[config.mk]
export PLATFORM = sky130hd
export DESIGN_NAME = padin_filter
export DESIGN_NICKNAME = d
export VERILOG_FILES = /design/src/rtl/padin_filter.sv
export SDC_FILE = /design/constraint.sdc
export NUM_CORES = 1
export LEC_CHECK = 0
export ABC_AREA = 1
export CAP_MARGIN = 25
export CORE_UTILIZATION = 45
export CTS_BUF_LIST = sky130_fd_sc_hd__clkbuf_8
export DETAILED_ROUTE_END_ITERATION = 12
export GPL_TIMING_DRIVEN = 0
export PLACE_DENSITY = 0.65
export SYNTH_ARGS = -nofsm -noshare
export SYNTH_HDL_FRONTEND = slang
export SYNTH_SLANG_ARGS = --single-unit
[constraint.sdc]
create_clock -name clk_i -period 3.11 [get_ports clk_i]
set_input_delay 0.7775 -clock clk_i [delete_from_list [all_inputs] [get_ports clk_i]]
set_output_delay 0.7775 -clock clk_i [all_outputs]
set_load 0.02 [all_outputs]
[src/rtl/padin_filter.sv]
// padin_filter: synchronise and debounce MIO pad inputs, serialise pad-edge events over valid/ready.
// Ports: clk_i/rst_i (sync active-high), pad_in_i raw pads, filter_en_i/debounce_cnt_i debounce control,
// in_o filtered pads, event_valid_o/event_ready_i/event_idx_o/event_rise_o edge stream,
// overflow_o/overflow_clr_i sticky merged-edge flag. Define PADIN_FILTER_SYNC3_EN for a 3-flop synchroniser.
module padin_filter #(
  parameter int NPads = 16,
  parameter int CntW = 8,
  localparam int IdxW = $clog2(NPads)
) (
  input  logic             clk_i,
  input  logic             rst_i,
  input  logic [NPads-1:0] pad_in_i,
  input  logic [NPads-1:0] filter_en_i,
  input  logic [CntW-1:0]  debounce_cnt_i,
  output logic [NPads-1:0] in_o,
  output logic             event_valid_o,
  input  logic             event_ready_i,
  output logic [IdxW-1:0]  event_idx_o,
  output logic             event_rise_o,
  output logic             overflow_o,
  input  logic             overflow_clr_i
);
`ifdef PADIN_FILTER_SYNC3_EN
  localparam int SyncN = 3;
`else
  localparam int SyncN = 2;
`endif
  logic [SyncN-1:0][NPads-1:0] sync_q, sync_d;
  logic [NPads-1:0][CntW-1:0] cnt_q, cnt_d;
  logic [NPads-1:0] sync, filt_q, filt_d, pend_q, pend_d, dir_q, dir_d, chg, drain;
  logic ev_valid_q, ev_valid_d, ev_rise_q, ev_rise_d, ovf_q, ovf_d, load, take;
  logic [IdxW-1:0] ev_idx_q, ev_idx_d, pick;
  assign sync = sync_q[SyncN-1];
  assign in_o = filt_q;
  assign event_valid_o = ev_valid_q;
  assign event_idx_o = ev_idx_q;
  assign event_rise_o = ev_rise_q;
  assign overflow_o = ovf_q;
  always_comb begin
    sync_d = {sync_q[SyncN-2:0], pad_in_i};
    filt_d = filt_q;
    cnt_d = cnt_q;
    for (int i = 0; i < NPads; i++) begin
      if (!filter_en_i[i]) begin
        filt_d[i] = sync[i];
        cnt_d[i] = '0;
      end else if (sync[i] == filt_q[i]) begin
        cnt_d[i] = '0;
      end else if (cnt_q[i] >= debounce_cnt_i) begin
        filt_d[i] = sync[i];
        cnt_d[i] = '0;
      end else begin
        cnt_d[i] = (&cnt_q[i]) ? cnt_q[i] : cnt_q[i] + CntW'(1);
      end
    end
  end
  // Lowest-index pending pad wins; drain isolates its bit so a same-cycle new edge can re-arm it.
  always_comb begin
    pick = '0;
    for (int i = NPads - 1; i >= 0; i--) if (pend_q[i]) pick = IdxW'(i);
    chg = filt_d ^ filt_q;
    load = !ev_valid_q || event_ready_i;
    take = load && |pend_q;
    drain = take ? pend_q & (~pend_q + NPads'(1)) : '0;
    pend_d = (pend_q & ~drain) | chg;
    dir_d = (dir_q & ~chg) | (filt_d & chg);
    ovf_d = |(chg & pend_q & ~drain) || (ovf_q && !overflow_clr_i);
    ev_valid_d = load ? |pend_q : ev_valid_q;
    ev_idx_d = take ? pick : ev_idx_q;
    ev_rise_d = take ? dir_q[pick] : ev_rise_q;
  end
  always_ff @(posedge clk_i) begin
    if (rst_i) begin
      sync_q <= '0;
      filt_q <= '0;
      cnt_q <= '0;
      pend_q <= '0;
      dir_q <= '0;
      ev_valid_q <= 1'b0;
      ev_idx_q <= '0;
      ev_rise_q <= 1'b0;
      ovf_q <= 1'b0;
    end else begin
      sync_q <= sync_d;
      filt_q <= filt_d;
      cnt_q <= cnt_d;
      pend_q <= pend_d;
      dir_q <= dir_d;
      ev_valid_q <= ev_valid_d;
      ev_idx_q <= ev_idx_d;
      ev_rise_q <= ev_rise_d;
      ovf_q <= ovf_d;
    end
  end
endmodule

==> results of run 1 <==
-- worst max-delay path, delay by kind of cell --
family | cells | cell delay, ns
AOI/OAI and AO/OA | 1 | 0.06
and+or+nand+nor | 10 | 1.00
buffers and inverters | 2 | 1.02
adders and majority gates | 1 | 0.51
-- power breakdown --
part	internal (µW)	switching (µW)	total (µW)	leakage, µW
clock network	1440	1210	2650	0.000430
logic	314	483	798	0.00410
registers	2830	57.6	2890	0.00174
-- cells in the mapped netlist (4+ instances only) --
cell type	n	area (µm²)
inv_1	308	1160
nand2_1	301	1130
dfxtp_1	215	4300
nor2_1	171	642
ha_1	144	1800
a21oi_1	126	631
o21ai_0	69	345
nand3_1	63	315
nor3_1	45	225
xor2_1	38	333
nand4_1	33	206
xnor2_1	25	219
o21a_1	21	158
a31oi_1	13	81.3
and2_1	11	68.8
nand3b_1	11	82.6
nor4_1	9	56.3
a21boi_0	8	60.1
clkbuf_1	8	30.0
mux2i_1	6	60.1
a211oi_1	5	37.5
a41oi_1	4	35.0
inv_2	4	15.0
nand2_2	4	25.0
nor2_2	4	25.0
or2_2	4	25.0
-- flip-flops by register name (all words and copies together) (netlist names), named ones only --
name,cells
in_o,16
sync_d,16
event_valid_o,1
event_rise_o,1
cnt_q,128
event_idx_o,4
overflow_o,1
sync,16
pend_q,16
-- logic make-up (layout without fill, tap and decap cells) --
group / Yosys count / count (layout) / synth area share [%]
compound gates: 261 / 261 / 11.9
flops: 215 / 215 / 35.1
mux: 6 / 6 / 0.490
xor+xnor: 63 / 63 / 4.50
fa+ha+maj: 144 / 144 / 14.7
simple gates: 662 / 662 / 23.3
buf+inv: 325 / 472 / 10.0
-- layout by cell type, fill, tap and decap left out, types with 4 or more instances in the layout --
| master | synthesis | final |
|---|---|---|
| and2_1 | 11 | 11 |
| nor4_1 | 9 | 9 |
| xor2_1 | 38 | 38 |
| clkbuf_8 | 0 | 50 |
| o21a_1 | 21 | 21 |
| a211oi_1 | 5 | 5 |
| mux2i_1 | 6 | 6 |
| a21oi_1 | 126 | 122 |
| clkinv_2 | 0 | 6 |
| clkbuf_1 | 8 | 8 |
| or2_2 | 4 | 4 |
| xnor2_1 | 25 | 25 |
| nand2_2 | 4 | 9 |
| nand4_1 | 33 | 33 |
| inv_2 | 4 | 6 |
| clkinvlp_4 | 0 | 7 |
| o21ai_0 | 69 | 61 |
| nand2_1 | 301 | 296 |
| a41oi_1 | 4 | 4 |
| o21ai_1 | 3 | 11 |
| buf_4 | 0 | 7 |
| clkdlybuf4s50_1 | 0 | 64 |
| a31oi_1 | 13 | 13 |
| nor2_2 | 4 | 5 |
| a21boi_0 | 8 | 6 |
| nor3_1 | 45 | 45 |
| nor2_1 | 171 | 170 |
| dfxtp_1 | 215 | 215 |
| nand3b_1 | 11 | 11 |
| nand3_1 | 63 | 63 |
| a21oi_2 | 2 | 6 |
| ha_1 | 144 | 144 |
| inv_1 | 308 | 309 |
-- final timing paths --
check,from,end,slack (ns),depth (start not counted)
worst max register to register,cnt_q[24],overflow_o,0.69,18
worst min register to register,sync_d[29],sync[13],0.40,2
worst min-delay path,sync_d[29],sync[13],0.40,2
worst max-delay path,debounce_cnt_i[7],overflow_o,0.13,14
-- layer usage --
metal	vias to the layer above	track usage [%]	wire, µm
li1	5650	-	-
met1	4910	27.7	14100
met2	176	35.9	13400
met3	55	4.04	1160
met4	0	7.21	744
met5	-	0	0
-- repair_timing --
item | 4_1_cts | 5_1_grt
resized for setup | 7 | 25
endpoints found under the setup margin | 111 | 9
pin swaps | 0 | 7
buffers inserted | 7 | 4
-- final cells by class --
cell class / count / area (µm²) / share of cell area [%]
Buffer: 12 / 52.6 / 0.365
Clock buffer: 50 / 688 / 4.78
Clock inverter: 17 / 83.8 / 0.583
Inverter: 313 / 1190 / 8.30
Multi-Input combinational cell: 1136 / 6760 / 47.0
Sequential cell: 215 / 4300 / 29.9
Tap cell: 341 / 427 / 2.97
Timing Repair Buffer: 80 / 871 / 6.05
-- through the flow --
stage	util, %	setup TNS (ns)	worst slack, ns	area, µm²
floorplan	-	0	0.309	12300
global placement	49.7	-165.94	-1.29	13400
detailed placement	50.0	-102.39	-0.978	13400
CTS	53.3	0	0.00862	14300
global route	53.5	0	0.00554	14400
finish	53.5	0	0.132	14400
==> qor.yml, run 1 <==
critical_path:
  crit_path_start_kind: "input pin"
  crit_arrival_ns: 3.38
  critPathSlowestCell: "clkdlybuf4s50_1"
  cp_cell_sequence: "clkdlybuf4s50_1 -> clkinvlp_4 -> ha_1 -> nand2_1 -> nand2_1 -> nor2_1 -> nand2_1 -> nand2_1 -> or2_1 -> o21ai_2 -> nor2_1 -> nand3_1 -> nor2_2 -> nor2_1"
  worstSetupPathType: "input pin to flip-flop"
  end_kind: "flip-flop"
  crit_fanout: 16
  cpMostUsedCell: "nand2_1"
  cp.required_ns: 3.52
  cpPeakStageDelay_ns: 0.51
detailed_routing:
  ant_nets: 0
  firstDrtPassIters: 5
  num_vias: 10791
  post_drt_wl_per_cell_um: 13.6
  drt-initial-drc-count: 477
  routed_wl_um: 29500
  drc_errors: 0
  viasPerCell: 4.99
clock_network:
  path_clk_slew_ns: 0.06
  ctsHoldBuffers: 0
  clock_latency_ns: 0.56
  h-tree-depth: 2
  cts_inserted_buffers: 39
  tritoncts: "built"
  numClockSinks: 215
  cts_buffer_depth: 3
  cts-root-buf: "clkbuf_8"
synthesis:
  synth_area_per_cell_um2: 7.32
  synthCells: 1676
  ys_ff_latch: 215
  synth_area_um2: 12300
  synth_nets: 1864
  synth_ff_type: "dfxtp_1"
  synth_edf_count: 0
  ys_async_sr_fraction_pct: 0
  yosys_warnings: 0
  synth_cell_types: 42
  yosysSeqAreaShare_pct: 35.1
floorplan:
  core_um2: 26900
  fp.dieW_um: 167
  initial_core_util_pct: 45.6
  row_count: 60
  die_y_um: 167
  io_pins: 67
  dieArea_um2: 27900
global_routing:
  grt_pass1_wl_um: 48500
  grt_pass1_vias: 10290
  antenna_found_initial: 0
  grt_start_max_net_pins: 17
  track_usage_pct: 21.5
  gr-total-overflow: 0
power_and_ir_drop:
  power_uw: 6340
  p_leak_uw: 0.00627
  ir_drop_mv: 0.366
  powerDensity_nw_per_um2: 441
timing:
  slew_violations: 0
  finalHoldViolCount: 0
  fin_crit_sh_pct: 95.7
  skew_ns: 0.0268
  worst_hold_slack_ns: 0.397
  period_minus_slack_ns: 2.98
  setup_violations: 0
  grt_setup_unrepaired: "false"
  worst_pin_slew_ns: 0.970
  max_freq_ghz: 0.336
  relSlewSlack_pct: 35.2
final_layout:
  nets: 1985
  fin_cells: 2164
  diodes: 0
  syn2layout_area_growth_pct: 17.3
  fillCellCount: 2645
  drive_gt1_share_pct: 6.31
outcome:
  outcome: "completed"
place:
  port_buffers: 66
  dp.cells: 2086
  place.gp.congestion: 0.898
  dp_hpwl_um: 21400
hold_path:
  min_path_type: "flip-flop to flip-flop"
run:
  cap_violations: 0
Note: power is estimated with default switching activity, not from simulation.
==> run 2, diff against run 1 <==
--- a/config.mk
+++ b/config.mk
@@ -9,8 +9,10 @@
 export CAP_MARGIN = 25
 export CORE_UTILIZATION = 45
 export CTS_BUF_LIST = sky130_fd_sc_hd__clkbuf_8
+export CTS_CLUSTER_DIAMETER = 60
 export DETAILED_ROUTE_END_ITERATION = 12
 export GPL_TIMING_DRIVEN = 0
+export MAX_ROUTING_LAYER = met4
 export PLACE_DENSITY = 0.65
 export SYNTH_ARGS = -nofsm -noshare
 export SYNTH_HDL_FRONTEND = slang
==> qor.yml, run 2 (synthesis results as in run 1) <==
timing:
  max_freq_ghz: 0.336
  fin_crit_sh_pct: 95.6
  worst_hold_slack_ns: 0.397
  grt_setup_unrepaired: "false"
  tns_ns: 0
  relSlewSlack_pct: 36.0
  worst_pin_slew_ns: 0.959
  slew_violations: 0
  setup_violations: 0
  period_minus_slack_ns: 2.97
  finalHoldViolCount: 0
  skew_ns: 0.0261
hold_path:
  min_path_type: "flip-flop to flip-flop"
  min_to: "sync[13]"
  holdPathStages: 2
  min-delay-start: "sync_d[29]"
power_and_ir_drop:
  power_frac_seq_pct: 45.6
  ir_drop_mv: 0.366
  clkPwrFrac_pct: 41.9
  net-switching-power_uw: 1750
  powerDensity_nw_per_um2: 441
  internal-power_uw: 4590
  switching_share_pct: 27.6
  p_leak_uw: 0.00627
  combPwrFrac_pct: 12.6
final_layout:
  largest_register_ffs: 128
  register_area_um2: 4300
  diodes: 0
  fin_util_pct: 53.5
  multiInputGateArea_um2: 6760
  nets: 1985
  drive_gt1_share_pct: 6.31
  regMostFlops: "cnt_q"
  syn2layout_area_growth_pct: 17.3
  fin_cells: 2164
  layout_commonest_cell: "inv_1"
  final_cell_mix: "309 x inv_1, 296 x nand2_1, 215 x dfxtp_1, 170 x nor2_1, 144 x ha_1"
  fillCellCount: 2645
global_routing:
  gr-total-overflow: 0
  grt_pass1_wl_um: 48500
  grt_start_max_net_pins: 17
  antenna_found_initial: 0
  track_usage_pct: 22.1
  grt_pass1_vias: 10291
critical_path:
  cp.required_ns: 3.52
  worstSetupPathType: "input pin to flip-flop"
  r2r_setup_slack_ns: 0.70
  end_kind: "flip-flop"
  reg2reg_from: "cnt_q[24]"
  critPathSlowestCell: "clkdlybuf4s50_1"
  crit_family: "buffers and inverters"
  cpPeakStageDelay_ns: 0.51
  r2r_cells: 18
  cp.buffers_inverters: 2
  crit_path_start_kind: "input pin"
  cp_cell_sequence: "clkdlybuf4s50_1 -> clkinvlp_4 -> ha_1 -> nand2_1 -> nand2_1 -> nor2_1 -> nand2_1 -> nand2_1 -> or2_1 -> o21ai_2 -> nor2_1 -> nand3_1 -> nor2_2 -> nor2_1"
  crit_fanout: 16
  cpMostUsedCell: "nand2_1"
  r2r-end: "overflow_o"
  crit_arrival_ns: 3.38
place:
  dp.cells: 2086
  dp_hpwl_um: 21400
  place.gp.congestion: 0.914
  port_buffers: 66
floorplan:
  core_um2: 26900
  io_pins: 67
  dieArea_um2: 27900
  fp.dieW_um: 167
  row_count: 60
  initial_core_util_pct: 45.6
  die_y_um: 167
clock_network:
  tritoncts: "built"
  h-tree-depth: 2
  path_clk_slew_ns: 0.06
  numClockSinks: 215
  ctsHoldBuffers: 0
  cts-root-buf: "clkbuf_8"
  cts_buffer_depth: 3
  clock_latency_ns: 0.55
  cts_inserted_buffers: 39
detailed_routing:
  drc_errors: 0
  viasPerCell: 4.97
  drt-initial-drc-count: 447
  firstDrtPassIters: 6
  num_vias: 10765
  post_drt_wl_per_cell_um: 13.6
  ant_nets: 0
  routed_wl_um: 29400
run:
  cap_violations: 0
outcome:
  outcome: "completed"
run 2: cell counts in the layout (fill, tap and decap cells not counted):
No cell type changed its count.
run 2: metrics by stage:
step | setup WS (ns) | instance area [µm²] | power (µW)
after global placement | -1.29 | 13400 | 3690
after global routing | 0.00554 | 14400 | 6650
after detailed placement | -0.978 | 13400 | 3720
after CTS | 0.00862 | 14300 | 6400
after floorplan | 0.309 | 12300 | 3410
final | 0.138 | 14400 | 6340
run 2: repair_timing:
action	4_1_cts	5_1_grt
setup endpoints to repair	111	9
buffers inserted	7	4
pin swaps	0	7
gates resized for setup	7	25
endpoints found under the hold margin	0	0
run 2: worst max-delay path by stage:
stage | startpoint | to | slack, ns | cells past startpoint
final | debounce_cnt_i[7] | overflow_o | 0.14 | 14
after global routing | debounce_cnt_i[2] | overflow_o | 0.006 | 18
after CTS | debounce_cnt_i[7] | overflow_o | 0.009 | 13
after detailed placement | debounce_cnt_i[0] | overflow_o | -0.98 | 19
after global placement | debounce_cnt_i[0] | overflow_o | -1.29 | 18
after floorplan | debounce_cnt_i[1] | overflow_o | 0.31 | 16
run 2: cell type report:
| type | count | area share (%) |
|---|---|---|
| multi-input combinational | 1136 | 47.0 |
| sequential | 215 | 29.9 |
| inverter | 313 | 8.30 |
| timing repair buffer | 80 | 6.05 |
| clock buffer | 50 | 4.78 |
| tap | 341 | 2.97 |
| clock inverter | 17 | 0.583 |
| buffer | 12 | 0.365 |
run 2: power groups by stage:
stage	sequential, µW	combinational (µW)	clock, µW
5_1_grt	2890	895	2860
3_5_place_dp	2950	773	0
6_report	2890	796	2650
2_1_floorplan	2960	452	0
3_3_place_gp	2950	745	0
4_1_cts	2890	793	2720
run 2: worst register-to-register path, delay by kind of cell (launching register included):
family | cells | cell delay (ns)
and+or+nand+nor | 12 | 0.96
AOI/OAI and AO/OA | 4 | 0.56
DFF | 1 | 0.40
buffers and inverters | 1 | 0.08
adders and majority gates | 1 | 0.28
run 2: routing by layer:
metal	part of all wire (%)	global-route usage [%]
met4	2.5	7.21
met2	46	35.9
met1	48	27.6
met3	4.0	4.04
met5	0	-
